<file path="config.mk">
export PLATFORM = sky130hd
export DESIGN_NAME = sparse_rotate_accumulator
export DESIGN_NICKNAME = d
export VERILOG_FILES = /design/src/rtl/sparse_rotate_accumulator_pkg.sv /design/src/rtl/sparse_rotate_accumulator_word_rotator.sv /design/src/rtl/sparse_rotate_accumulator.sv
export SDC_FILE = /design/constraint.sdc
export NUM_CORES = 1
export LEC_CHECK = 0
export BUFFER_PORTS_ARGS = -buffer_cell sky130_fd_sc_hd__buf_2
export CAP_MARGIN = 25
export CORE_UTILIZATION = 60
export DETAILED_ROUTE_END_ITERATION = 8
export HOLD_SLACK_MARGIN = 0.1
export PLACE_DENSITY = 0.8
export SYNTH_ARGS = -nofsm -noshare
export SYNTH_HDL_FRONTEND = slang
export SYNTH_SLANG_ARGS = --single-unit
</file>
<file path="constraint.sdc">
create_clock -name clk -period 6.7 [get_ports clk]
set_input_delay 0.335 -clock clk [delete_from_list [all_inputs] [get_ports clk]]
set_output_delay 0.335 -clock clk [all_outputs]
set_load 0.005 [all_outputs]
</file>
<file path="src/rtl/sparse_rotate_accumulator_pkg.sv">
// Shared definitions for the sparse rotate accumulator.
// Holds the sequencer state encoding, the sparse-entry field layout and
// the closed-form run length so that every user derives them identically.
// No ports (package).
package sparse_acc_pkg;

  typedef logic [2:0] state_t;

  localparam state_t ST_IDLE      = 3'd0;
  localparam state_t ST_POS_ADDR  = 3'd1;
  localparam state_t ST_POS_CAP   = 3'd2;
  localparam state_t ST_PREV_ADDR = 3'd3;
  localparam state_t ST_PREV_CAP  = 3'd4;
  localparam state_t ST_WORD_ADDR = 3'd5;
  localparam state_t ST_WORD_CAP  = 3'd6;
  localparam state_t ST_DONE      = 3'd7;

  // Sparse entry layout: position in bits [pos_w-1:0], valid flag just above it.
  localparam int POS_LSB = 0;

  function automatic int valid_bit(input int pos_w);
    return pos_w;
  endfunction

  // Cycles from start capture to the done pulse: 4-cycle prologue plus two
  // cycles per ring word for every entry, plus the DONE cycle.
  function automatic int run_cycles(input int num_pos, input int mem_size);
    return num_pos * (4 + 2 * mem_size) + 1;
  endfunction

endpackage

</file>
<file path="src/rtl/sparse_rotate_accumulator_word_rotator.sv">
// word_rotator: combinational slice of a cyclic left rotation.
// Produces one output word of the rotated ring from the current normal
// word and the word below it (prev), shifted by the sub-word amount b.
// A dummy entry (valid=0) yields zero so the accumulator word is unchanged.
// Ports:
//   n     in  WORD_WIDTH  current normal word
//   prev  in  WORD_WIDTH  preceding normal word (cyclic)
//   b     in  BIT_W       bit shift within a word
//   valid in  1           entry contributes
//   rot   out WORD_WIDTH  rotated word
module word_rotator
  import sparse_acc_pkg::*;
#(
  parameter int WORD_WIDTH = 32,
  parameter int BIT_W      = 5
) (
  input  logic [WORD_WIDTH-1:0] n,
  input  logic [WORD_WIDTH-1:0] prev,
  input  logic [BIT_W-1:0]      b,
  input  logic                  valid,
  output logic [WORD_WIDTH-1:0] rot
);

  // Select zero, plain word, or the two-word funnel shift.
  always_comb begin
    rot = {WORD_WIDTH{1'b0}};
    if (!valid) begin
      rot = {WORD_WIDTH{1'b0}};
    end else if (b == {BIT_W{1'b0}}) begin
      // A shift of WORD_WIDTH on prev would be out of range, so b=0 is special.
      rot = n;
    end else begin
      rot = (n << b) | (prev >> (WORD_WIDTH - int'(b)));
    end
  end

endmodule

</file>
<file path="src/rtl/sparse_rotate_accumulator.sv">
// sparse_rotate_accumulator: for each sparse entry p, XORs the normal
// polynomial rotated left by p bits (cyclic over MEM_SIZE*WORD_WIDTH bits)
// into an external accumulator memory. Timing is data independent: dummy
// and out-of-range entries run the same address/write sequence with a zero
// contribution.
// Ports:
//   clk, rst                  clock, synchronous active-high reset
//   start_i                   run request (ignored while busy)
//   busy_o, done_o, err_o     run active, completion pulse, sticky range error
//   sp_addr_o / sp_data_i     sparse entry memory (registered read)
//   nm_addr_o / nm_data_i     normal polynomial memory (registered read)
//   acc_rd_addr_o / acc_rd_data_i  accumulator read port (registered read)
//   acc_wr_en_o / acc_wr_addr_o / acc_wr_data_o  accumulator write port
module sparse_rotate_accumulator
  import sparse_acc_pkg::*;
#(
  parameter int WORD_WIDTH = 32,
  parameter int MEM_SIZE   = 553,
  parameter int NUM_POS    = 66,
  parameter int POS_W      = $clog2(MEM_SIZE * WORD_WIDTH)
) (
  input  logic                 clk,
  input  logic                 rst,
  input  logic                 start_i,
  output logic                 busy_o,
  output logic                 done_o,
  output logic                 err_o,
  output logic [((NUM_POS > 1) ? $clog2(NUM_POS) : 1)-1:0] sp_addr_o,
  input  logic [POS_W:0]       sp_data_i,
  output logic [$clog2(MEM_SIZE)-1:0] nm_addr_o,
  input  logic [WORD_WIDTH-1:0] nm_data_i,
  output logic [$clog2(MEM_SIZE)-1:0] acc_rd_addr_o,
  input  logic [WORD_WIDTH-1:0] acc_rd_data_i,
  output logic                 acc_wr_en_o,
  output logic [$clog2(MEM_SIZE)-1:0] acc_wr_addr_o,
  output logic [WORD_WIDTH-1:0] acc_wr_data_o
);

  localparam int ADDR_W    = $clog2(MEM_SIZE);
  localparam int SP_ADDR_W = (NUM_POS > 1) ? $clog2(NUM_POS) : 1;
  localparam int BIT_W     = (WORD_WIDTH > 1) ? $clog2(WORD_WIDTH) : 1;
  localparam int VALID_BIT = valid_bit(POS_W);

  localparam logic [POS_W:0]       RING_BITS = (POS_W+1)'(MEM_SIZE * WORD_WIDTH);
  localparam logic [POS_W-1:0]     POS_DIV   = POS_W'(WORD_WIDTH);
  localparam logic [ADDR_W:0]      MEM_WIDE  = (ADDR_W+1)'(MEM_SIZE);
  localparam logic [ADDR_W-1:0]    LAST_WORD = ADDR_W'(MEM_SIZE - 1);
  localparam logic [ADDR_W-1:0]    ADDR_ONE  = ADDR_W'(1);
  localparam logic [SP_ADDR_W-1:0] LAST_POS  = SP_ADDR_W'(NUM_POS - 1);
  localparam logic [SP_ADDR_W-1:0] SP_ONE    = SP_ADDR_W'(1);

  state_t                 state_r;
  logic [ADDR_W-1:0]      i_r;
  logic [ADDR_W-1:0]      off_r;
  logic [BIT_W-1:0]       b_r;
  logic                   valid_r;
  logic [WORD_WIDTH-1:0]  prev_r;

  logic [POS_W-1:0]       pos_s;
  logic                   entry_valid_s;
  logic                   in_range_s;
  logic [ADDR_W-1:0]      off_s;
  logic [BIT_W-1:0]       b_s;
  logic [ADDR_W:0]        acc_sum_s;
  logic [ADDR_W-1:0]      acc_next_s;
  logic [WORD_WIDTH-1:0]  rot_s;

  // Decode the sparse entry into word offset and in-word shift.
  always_comb begin
    pos_s         = sp_data_i[POS_W-1:POS_LSB];
    entry_valid_s = sp_data_i[VALID_BIT];
    in_range_s    = ({1'b0, pos_s} < RING_BITS);
    if (in_range_s) begin
      off_s = ADDR_W'(pos_s / POS_DIV);
      b_s   = BIT_W'(pos_s % POS_DIV);
    end else begin
      // Out-of-range positions would address outside the ring; pin them to 0.
      off_s = {ADDR_W{1'b0}};
      b_s   = {BIT_W{1'b0}};
    end
  end

  // Next accumulator address, wrapped by compare-subtract (sum never exceeds 2*MEM_SIZE-2).
  always_comb begin
    acc_sum_s = {1'b0, acc_rd_addr_o} + {{ADDR_W{1'b0}}, 1'b1};
    if (acc_sum_s >= MEM_WIDE) begin
      acc_next_s = ADDR_W'(acc_sum_s - MEM_WIDE);
    end else begin
      acc_next_s = acc_sum_s[ADDR_W-1:0];
    end
  end

  word_rotator #(
    .WORD_WIDTH (WORD_WIDTH),
    .BIT_W      (BIT_W)
  ) u_word_rotator (
    .n     (nm_data_i),
    .prev  (prev_r),
    .b     (b_r),
    .valid (valid_r),
    .rot   (rot_s)
  );

  // Sequencer: one state per cycle, all outputs registered.
  always_ff @(posedge clk) begin
    if (rst) begin
      state_r       <= ST_IDLE;
      i_r           <= {ADDR_W{1'b0}};
      off_r         <= {ADDR_W{1'b0}};
      b_r           <= {BIT_W{1'b0}};
      valid_r       <= 1'b0;
      prev_r        <= {WORD_WIDTH{1'b0}};
      busy_o        <= 1'b0;
      done_o        <= 1'b0;
      err_o         <= 1'b0;
      sp_addr_o     <= {SP_ADDR_W{1'b0}};
      nm_addr_o     <= {ADDR_W{1'b0}};
      acc_rd_addr_o <= {ADDR_W{1'b0}};
      acc_wr_en_o   <= 1'b0;
      acc_wr_addr_o <= {ADDR_W{1'b0}};
      acc_wr_data_o <= {WORD_WIDTH{1'b0}};
    end else begin
      done_o      <= 1'b0;
      acc_wr_en_o <= 1'b0;
      case (state_r)
        ST_IDLE: begin
          if (start_i) begin
            sp_addr_o <= {SP_ADDR_W{1'b0}};
            err_o     <= 1'b0;
            busy_o    <= 1'b1;
            state_r   <= ST_POS_ADDR;
          end
        end
        ST_POS_ADDR: begin
          state_r <= ST_POS_CAP;
        end
        ST_POS_CAP: begin
          // Out-of-range valid entries behave as dummies but raise the sticky flag.
          valid_r   <= entry_valid_s & in_range_s;
          if (entry_valid_s && !in_range_s) begin
            err_o <= 1'b1;
          end
          off_r     <= off_s;
          b_r       <= b_s;
          nm_addr_o <= LAST_WORD;
          state_r   <= ST_PREV_ADDR;
        end
        ST_PREV_ADDR: begin
          state_r <= ST_PREV_CAP;
        end
        ST_PREV_CAP: begin
          // The top normal word feeds the low bits of rotated word 0.
          prev_r        <= nm_data_i;
          i_r           <= {ADDR_W{1'b0}};
          nm_addr_o     <= {ADDR_W{1'b0}};
          acc_rd_addr_o <= off_r;
          state_r       <= ST_WORD_ADDR;
        end
        ST_WORD_ADDR: begin
          state_r <= ST_WORD_CAP;
        end
        ST_WORD_CAP: begin
          acc_wr_en_o   <= 1'b1;
          acc_wr_addr_o <= acc_rd_addr_o;
          acc_wr_data_o <= acc_rd_data_i ^ rot_s;
          prev_r        <= nm_data_i;
          if (i_r == LAST_WORD) begin
            if (sp_addr_o == LAST_POS) begin
              done_o  <= 1'b1;
              busy_o  <= 1'b0;
              state_r <= ST_DONE;
            end else begin
              sp_addr_o <= sp_addr_o + SP_ONE;
              state_r   <= ST_POS_ADDR;
            end
          end else begin
            i_r           <= i_r + ADDR_ONE;
            nm_addr_o     <= i_r + ADDR_ONE;
            acc_rd_addr_o <= acc_next_s;
            state_r       <= ST_WORD_ADDR;
          end
        end
        ST_DONE: begin
          state_r <= ST_IDLE;
        end
        default: begin
          state_r <= ST_IDLE;
        end
      endcase
    end
  end

endmodule

</file>
==> reports/metrics.yaml <==
status: "finished, final reports clean"
r2r.worst_path.cells: 12
place_ws_ns: 2.90
rr_endpoint: "acc_wr_data_o[4]$_SDFFE_PP0P_"
finalWirelength_mm: 34.4
layout.nets: 1412
use_met3: 0.113
htreeDepth: 4
cts-hold-fix-buffers: 0
power_density_nw_per_um2: 197
top_usage_layer: "met2"
slew_headroom: 0.386
crit_path_end: "acc_wr_data_o[4]$_SDFFE_PP0P_"
grtUsageMet2: 0.613
chipHeight_um: 133
synth.top_cells.by_count: "208 x nand2_1, 134 x dfxtp_1, 119 x a21oi_1"
cts_tree: "done"
worst_slew_pin_slew_ns: 0.909
synth.largest_area_cell: "dfxtp_1"
drv_slew: 0
critPathKind: "flop to flop"
fin_crit_sh: 0.587
r2r_setup_slack_ns: 2.77
worst_slack_ns: 2.77
cts_resized: 0
p_leak_nw: 4.14
clock-sinks: 134
drt_iter0_drc: 1411
yosys_register_bits: 134
hpwl_mm: 24.2
arrival_ns: 4.28
utilization: 0.695
cts_root_buf: "clkbuf_16"
postCtsSetupBuffers: 0
setup_violations: 0
final_antenna_net_count: 0
rr_startpoint: "b_r[1]$_SDFFE_PP0P_"
synth_top_area_frac: 0.261
grt_start_max_net_pins: 76
drc: 0
finalHoldViolCount: 0
wl_per_cell_um: 22.1
rsz0062_at_grt: "no"
chipWidth_um: 133
synth_ff_type: "dfxtp_1"
end_kind: "flop"
dieArea_um2: 17700
portBuffers: 155
final_area_um2: 11600
placedCellCount: 1521
synthCells: 1238
synthesis.area_um2: 10300
cp.required_ns: 7.05
hp-class: "input port to flop"
finClkSkew_ns: 0.0104
synthArstFlopShare: 0
grt.total_usage: 0.394
rows: 47
diodes: 0
io_pins: 156
start_util: 0.618
synth.top_cells.by_area: "dfxtp_1 26%, mux4_2 15%, nand2_1 7.6%"
grt-ovfl-total: 0
antenna_found_initial: 0
ir_drop_mv: 0.226
ys_seq_area_frac: 0.261
clkTransAtPathRegs_ns: 0.07
cts_buffers: 17
ys_warn_count: 0
grt_pass1_wl_mm: 53.5
clock.fmax_mhz: 254
avgSynthCellArea_um2: 8.31
clkLatencyLatePin_ns: 0.44
syn_nets: 1329
dr.pass1.iters: 7
crit_fanout: 49
via_per_inst: 6.74
synth_edf_count: 0
dpl_cell_area_um2: 10900
timing.hold.ws_ns: 0.153
final_cells: 1554
grt_pass1_vias: 9610
setup-tns-final_ns: 0
report.power.total_mw: 2.28
core_area_um2: 16600
cp-startpoint: "b_r[1]$_SDFFE_PP0P_"
synth.most_common_cell: "nand2_1"
vias: 10480
place_congestion: 1.12
period_needed_ns: 3.93
maxCapViolations: 0
startpoint_type: "flop"
area_growth_pct: 12.5
drive_gt1_frac: 0.239
grtUsageMet1: 0.498
clockBufferDepth: 2
synth_cell_types: 83
[registers in the layout, indices dropped and copies added (netlist names)]
name,count
acc_rd_addr_o,10
acc_wr_addr_o,10
acc_wr_data_o,32
acc_wr_en_o,1
b_r,5
busy_o,1
done_o,1
err_o,1
i_r,10
nm_addr_o,10
off_r,10
prev_r,32
sp_addr_o,7
state_r,3
valid_r,1
[how the worst min path moves through the flow]
stage,end,from,depth (start not counted)
final,off_r[0]$_SDFFE_PP0P_,sp_data_i[5],3
after global routing,off_r[0]$_SDFFE_PP0P_,sp_data_i[5],3
after CTS,b_r[2]$_SDFFE_PP0P_,sp_data_i[2],3
after detailed placement,off_r[5]$_SDFFE_PP0P_,off_r[5]$_SDFFE_PP0P_,2
after global placement,off_r[3]$_SDFFE_PP0P_,off_r[3]$_SDFFE_PP0P_,2
after floorplan,off_r[4]$_SDFFE_PP0P_,off_r[4]$_SDFFE_PP0P_,2
[report_power, final]
group / leakage (nW) / internal (mW) / switching [mW]
Combinational: 2.75 / 0.157 / 0.271
Clock: 0.310 / 0.618 / 0.407
Sequential: 1.08 / 0.811 / 0.0184
Total: 4.14 / 1.58 / 0.696
[cell usage in the layout (no fill, tap or decap), drive strengths merged, types with 5 or more instances in the layout]
| cell | count |
|---|---|
| nand2 | 209 |
| buf | 176 |
| dfxtp | 134 |
| a21oi | 119 |
| nor2 | 92 |
| o21ai | 73 |
| mux4 | 72 |
| nand3 | 45 |
| a211oi | 35 |
| mux2i | 31 |
| xnor2 | 30 |
| a31oi | 24 |
| xor2 | 22 |
| inv | 21 |
| nor3 | 19 |
| clkbuf | 19 |
| mux2 | 16 |
| and3 | 12 |
| o211ai | 12 |
| nand3b | 10 |
| or3 | 10 |
| a221oi | 10 |
| and2 | 10 |
| nand2b | 8 |
| ha | 8 |
| o31ai | 7 |
| a41oi | 7 |
| a311oi | 6 |
| o311ai | 6 |
| nand4 | 5 |
| nor2b | 5 |
[cell type report]
| class | count | area, um2 |
|---|---|---|
| clock buffer | 19 | 453 |
| clock inverter | 13 | 181 |
| fill | 1344 | 5070 |
| inverter | 16 | 60.1 |
| multi-input combinational | 976 | 6980 |
| sequential | 134 | 2690 |
| tap | 220 | 275 |
| timing repair buffer | 176 | 936 |
[metal layers]
metal  up-vias  wire length, um
met5         -                0
met2       709            15700
li1       4761                -
met3       138             4190
met4         0             1780
met1      4872            12800
[logic make-up (layout without fill, tap and decap cells)]
| family | count (synthesis) | count (layout) | synth area share |
|---|---|---|---|
| adder cells (fa/ha/maj) | 8 | 8 | 0.00974 |
| XOR/XNOR | 52 | 52 | 0.0443 |
| multiplexers | 119 | 119 | 0.207 |
| AO/OA/AOI/OAI | 349 | 349 | 0.218 |
| flip-flops | 134 | 134 | 0.261 |
| AND/OR/NAND/NOR | 448 | 448 | 0.199 |
| buffers and inverters | 128 | 224 | 0.0617 |
[critical path, stage by stage, from the launching register on]
cell	delay, ns
dfxtp_2	0.31
buf_4	0.52
inv_1	0.21
ha_1	0.32
and3_1	0.21
ha_1	0.38
a21oi_1	0.37
buf_4	0.31
nand2_1	0.13
o32ai_1	0.29
a2111oi_1	0.10
or3_1	0.38
a311oi_1	0.25
Power figures use the tool's default switching activity.
